$ cat src/rtl/nn_fixed_pkg.sv
// Shared fixed-point types and widths for the neuron datapath.
// Q6.7 words, wide accumulators and the MAC sequencer state encoding.
package nn_fixed_pkg;

    localparam int DEF_INT_BITS = 6;
    localparam int DEF_FRC_BITS = 7;
    localparam int DEF_N_INPUTS = 32;

    localparam int W = DEF_INT_BITS + DEF_FRC_BITS;

    // Sized so that N full-scale products can never wrap the sum.
    function automatic int acc_width(input int n);
        return 2 * W + $clog2(n);
    endfunction

    localparam int ACC_W = acc_width(DEF_N_INPUTS);

    typedef logic signed [W-1:0] fx_t;

    typedef enum logic [2:0] {
        IDLE,
        PRIME,
        MAC,
        FINAL,
        DONE
    } mac_state_t;

endpackage

$ cat src/rtl/fx_round_sat.sv
// Round-half-up and saturate a wide accumulator back to a Q6.7 word.
// Purely combinational; shared by every layer that narrows a sum.
module fx_round_sat
    import nn_fixed_pkg::*;
#(
    parameter int IN_W = ACC_W,
    parameter int FRC  = DEF_FRC_BITS
) (
    input  logic signed [IN_W-1:0] acc,
    output fx_t                    y,
    output logic                   ovf
);

    localparam logic signed [IN_W-1:0] HALF = IN_W'(1) << (FRC - 1);
    localparam logic signed [IN_W-1:0] MAXV =
        {{(IN_W-W+1){1'b0}}, {(W-1){1'b1}}};
    localparam logic signed [IN_W-1:0] MINV =
        {{(IN_W-W+1){1'b1}}, {(W-1){1'b0}}};

    logic signed [IN_W-1:0] sum;
    logic signed [IN_W-1:0] shr;

    always_comb begin
        sum = acc + HALF;
        shr = sum >>> FRC;
        y   = shr[W-1:0];
        ovf = 1'b0;
        if (shr > MAXV) begin
            y   = MAXV[W-1:0];
            ovf = 1'b1;
        end else if (shr < MINV) begin
            y   = MINV[W-1:0];
            ovf = 1'b1;
        end
    end

endmodule

$ cat src/rtl/neuron_mac_seq.sv
// Weight-ROM sequencer and MAC for one neuron: streams N_INPUTS
// activation/weight products into a wide sum and emits a Q6.7 result.
module neuron_mac_seq
    import nn_fixed_pkg::*;
#(
    parameter int N_INPUTS = DEF_N_INPUTS
) (
    input  logic                clk,
    input  logic                rst_n,
    input  logic                start,
    input  logic signed [W-1:0] x_data,
    input  logic                x_valid,
    output logic                x_ready,
    output logic [4:0]          rom_addr,
    input  logic signed [W-1:0] rom_dout,
    output logic signed [W-1:0] y_data,
    output logic                y_valid,
    input  logic                y_ready,
    output logic                y_ovf,
    output logic                busy
);

    localparam int         AW   = acc_width(N_INPUTS);
    localparam logic [4:0] LAST = 5'(N_INPUTS - 1);

    mac_state_t           state_q, state_d;
    logic [4:0]           idx_q, idx_d;
    logic signed [AW-1:0] acc_q, acc_d;
    fx_t                  y_data_q, y_data_d;
    logic                 y_ovf_q, y_ovf_d;

    logic signed [2*W-1:0] prod;
    fx_t                   rs_y;
    logic                  rs_ovf;

    assign prod = x_data * rom_dout;

    fx_round_sat #(
        .IN_W (AW),
        .FRC  (DEF_FRC_BITS)
    ) u_round_sat (
        .acc (acc_q),
        .y   (rs_y),
        .ovf (rs_ovf)
    );

    always_comb begin
        state_d  = state_q;
        idx_d    = idx_q;
        acc_d    = acc_q;
        y_data_d = y_data_q;
        y_ovf_d  = y_ovf_q;
        x_ready  = 1'b0;
        rom_addr = '0;
        unique case (state_q)
            IDLE: begin
                if (start) state_d = PRIME;
            end
            PRIME: begin
                state_d = MAC;
            end
            MAC: begin
                x_ready  = 1'b1;
                rom_addr = idx_q;
                if (x_valid) begin
                    acc_d = acc_q + AW'(prod);
                    if (idx_q == LAST) begin
                        idx_d   = '0;
                        state_d = FINAL;
                    end else begin
                        // Look ahead so the next weight lands with the next beat.
                        idx_d    = idx_q + 5'd1;
                        rom_addr = idx_q + 5'd1;
                    end
                end
            end
            FINAL: begin
                y_data_d = rs_y;
                y_ovf_d  = rs_ovf;
                acc_d    = '0;
                state_d  = DONE;
            end
            DONE: begin
                if (y_ready) state_d = IDLE;
            end
            default: begin
                state_d = IDLE;
            end
        endcase
    end

    always_ff @(posedge clk or negedge rst_n) begin
        if (!rst_n) begin
            state_q  <= IDLE;
            idx_q    <= '0;
            acc_q    <= '0;
            y_data_q <= '0;
            y_ovf_q  <= 1'b0;
        end else begin
            state_q  <= state_d;
            idx_q    <= idx_d;
            acc_q    <= acc_d;
            y_data_q <= y_data_d;
            y_ovf_q  <= y_ovf_d;
        end
    end

    assign y_data  = y_data_q;
    assign y_ovf   = y_ovf_q;
    assign y_valid = (state_q == DONE);
    assign busy    = (state_q != IDLE);

endmodule

$ cat config.mk
export PLATFORM = sky130hd
export DESIGN_NAME = neuron_mac_seq
export DESIGN_NICKNAME = d
export VERILOG_FILES = /design/src/rtl/nn_fixed_pkg.sv /design/src/rtl/fx_round_sat.sv /design/src/rtl/neuron_mac_seq.sv
export SDC_FILE = /design/constraint.sdc
export NUM_CORES = 1
export LEC_CHECK = 0
export CAP_MARGIN = 20
export CORE_AREA = 2 2 174 176
export CTS_CLUSTER_DIAMETER = 200
export DETAILED_ROUTE_END_ITERATION = 12
export DIE_AREA = 0 0 176 178
export HOLD_SLACK_MARGIN = 0.08
export PLACE_DENSITY_LB_ADDON = 0.2
export SLEW_MARGIN = 15
export SYNTH_ARGS = -nofsm -noshare
export SYNTH_HDL_FRONTEND = slang
export SYNTH_SLANG_ARGS = --single-unit
$ cat constraint.sdc
create_clock -name clk -period 17 [get_ports clk]
set_input_delay 5.1 -clock clk [delete_from_list [all_inputs] [get_ports clk]]
set_output_delay 5.1 -clock clk [all_outputs]
set_load 0.01 [all_outputs]
==> summary.txt <==
status: finished, final reports clean
Yosys top cell area share: 38.07%
internal reg-to-reg setup slack: 10.76 ns
# DRC: 0
Pins Over Slew Limit: 0
cts bufs inserted: 5
dpl hpwl: 21,490 um
headroom to the max-slew limit: 41.89%
CP Cell Sequence: clkdlybuf4s50_1, and2_1, fa_1, inv_1, fa_1, inv_1, fa_1, fa_1, fa_1, inv_1, fa_1, inv_1, ha_1, and3_1, and2_1, and3_1, a211oi_1, a211oi_1, nor3_1, or4_1, nand3_1
CP max stage delay: 0.75 ns
Main synth FF type: dfrtp_1
final period utilization: 71.11%
Area contributors post-synth: fa_1 38%, dfrtp_1 11%, inv_1 11%
RSZ-0062 raised after global routing: no
total grt overflow: 0
Top cell by count, worst path: fa_1
Num Clock Sinks: 53
Post-synth ARST share: 100.0%
first-pass GRT wire length: 43,450 um
Max clock buf depth: 2
Mapped Area: 11,570 um^2
Critical Path Start Type: input pin
largest net degree at the start of global routing: 70
area of the multi-input gates: 8802 um^2
H-tree depth: 2
Avg Synthesized Cell Area: 8.962 um^2
Clock Latency Late Sink: 0.30 ns
Max stage delay cell, worst path: clkdlybuf4s50_1
critical path peak fanout: 14
R2R depth: 18
WL per Instance: 14.96 um
Die Ht: 178 um
share of cells above drive strength 1: 1.911%
pre-CTS WS: 4.624 ns
fin cells: 1,698
Inserted Diodes: 0
register area share after synthesis: 11.46%
maximum clock rate: 82.72 MHz
initial core utilization: 39.35%
flops & latches, synth: 53
Synth top cells by count: 336 x inv_1, 220 x fa_1, 96 x nand2_1
Worst-Margin Slew: 0.8706 ns
nets@finish: 1,652
Final min period: 12.09 ns
DRT iter0 DRCs: 324
initial antenna violation count: 0
RePlAce Congestion: 0.8320
Area Growth Syn to Fin: 8.608%
vias: 8,333
Worst Hold Class: reg -> reg
Final Routed Wirelength: 25,400 um
Worst R2R End: acc_q[27]
GR Util All Layers: 17.31%
cell accounting for the most synthesized area: fa_1
Seq. cell area: 1326 um^2
Hold Vio Cnt, Final: 0
Ys Warns: 0
fin util: 42.74%
Unique masters post-synth: 59
cts hold-fix bufs: 0
CP required: 17.18 ns
root buf cell: clkbuf_16
CTS tree: yes
vias in the first global route: 8,680
Placed Cells: 1,690
worst setup margin: 4.911 ns
drt via density: 4.908
core area: 29,400 um^2
final antenna-violating net count: 0
Clock Skew: 0.007370 ns
Post-CTS Setup Inserts: 0
Setup crit end: acc_q[24]
Mapped Nets: 1,636
crit path DAT: 12.27 ns
Post-synth EDFFs: 0
PortBufs: 52
setup TNS: 0 ns
Die X-Extent: 176 um
Die Area: 31,330 um^2
Setup violations, final: 0
crit path from: x_data[12]
Cells after Synth: 1,291
router iterations before antenna repair: 4
Fillers: 2,995
Reg-to-Reg Start: acc_q[12]
MaxCap Viol Count: 0
CTS clock-pin slew for the worst setup and hold paths: 0.07 ns
cell row count: 63
Crit. End Element: flop
top-count cell post-synth: inv_1
Setup CP Type: in -> reg
io pins: 53
post_cts resized: 0
cells in the final DEF (no fill, tap or decap), types with 13 or more instances in the layout:
| cell type | synthesis | layout |
|---|---|---|
| inv_1 | 336 | 336 |
| fa_1 | 220 | 220 |
| nand2_1 | 96 | 95 |
| and2_1 | 94 | 94 |
| ha_1 | 94 | 94 |
| dfrtp_1 | 53 | 53 |
| clkdlybuf4s50_1 | 0 | 51 |
| nor2_1 | 48 | 48 |
| nand3_1 | 46 | 46 |
| o21ai_0 | 45 | 45 |
| xnor2_1 | 26 | 26 |
| a21oi_1 | 23 | 23 |
| xor2_1 | 21 | 21 |
| a21o_1 | 13 | 13 |
per-layer routing:
layer / part of all wire [%] / routed length, um / GRT usage [%] / up-vias
met4: 1.5 / 371 / 3.099 / 0
met1: 43 / 10930 / 22.49 / 4260
met2: 54 / 13680 / 32.09 / 87
met5: 0 / 0 / 0 / -
li1: - / - / - / 3960
met3: 1.6 / 415 / 1.172 / 26
how the worst min path moves through the flow:
stage	end	startpoint	slack (ns)	depth (start not counted)
4_1_cts	y_data[12]	y_data[12]	0.50	2
2_1_floorplan	state_q[1]	state_q[2]	0.47	1
6_report	y_data[12]	y_data[12]	0.49	2
5_1_grt	y_data[2]	y_data[2]	0.51	1
3_3_place_gp	y_data[12]	y_data[12]	0.46	2
3_5_place_dp	y_data[6]	y_data[6]	0.49	1
critical path: cells and delay by family:
kind                     cells  cell delay [ns]
adder cells (fa/ha/maj)      7             3.34
AO/OA/AOI/OAI                2             0.58
AND/OR/NAND/NOR              7             1.64
buffers and inverters        5             1.59
registers in the layout (all words and copies together), names as in the netlist:
name	flops
y_ovf	1
y_data	13
acc_q	31
state_q	3
idx_q	5
cells by family after synthesis:
family          synth area share [%]
flops                          11.46
xor+xnor                       3.753
mux                           0.4434
simple gates                   15.58
buf+inv                        12.52
fa+ha+maj                      48.23
compound gates                 8.003
final cells by class:
type | count | share of cell area (%)
clock buffers | 6 | 1.026
clock inverters | 2 | 0.1095
inverters | 336 | 10.04
multi-input cells | 855 | 70.05
flip-flops and latches | 53 | 10.55
well taps | 390 | 3.883
repair buffers | 56 | 4.341
per-stage QoR:
| step | hold slack, ns | cell area (um^2) |
|---|---|---|
| after floorplan | 0.4664 | 11570 |
| after global placement | 0.4624 | 12420 |
| after detailed placement | 0.4870 | 12420 |
| after CTS | 0.5035 | 12560 |
| after global routing | 0.5127 | 12570 |
| final | 0.4901 | 12570 |
Power is not shown: default switching activity piles up to over one toggle a cycle in this logic, so the estimate is an artifact.
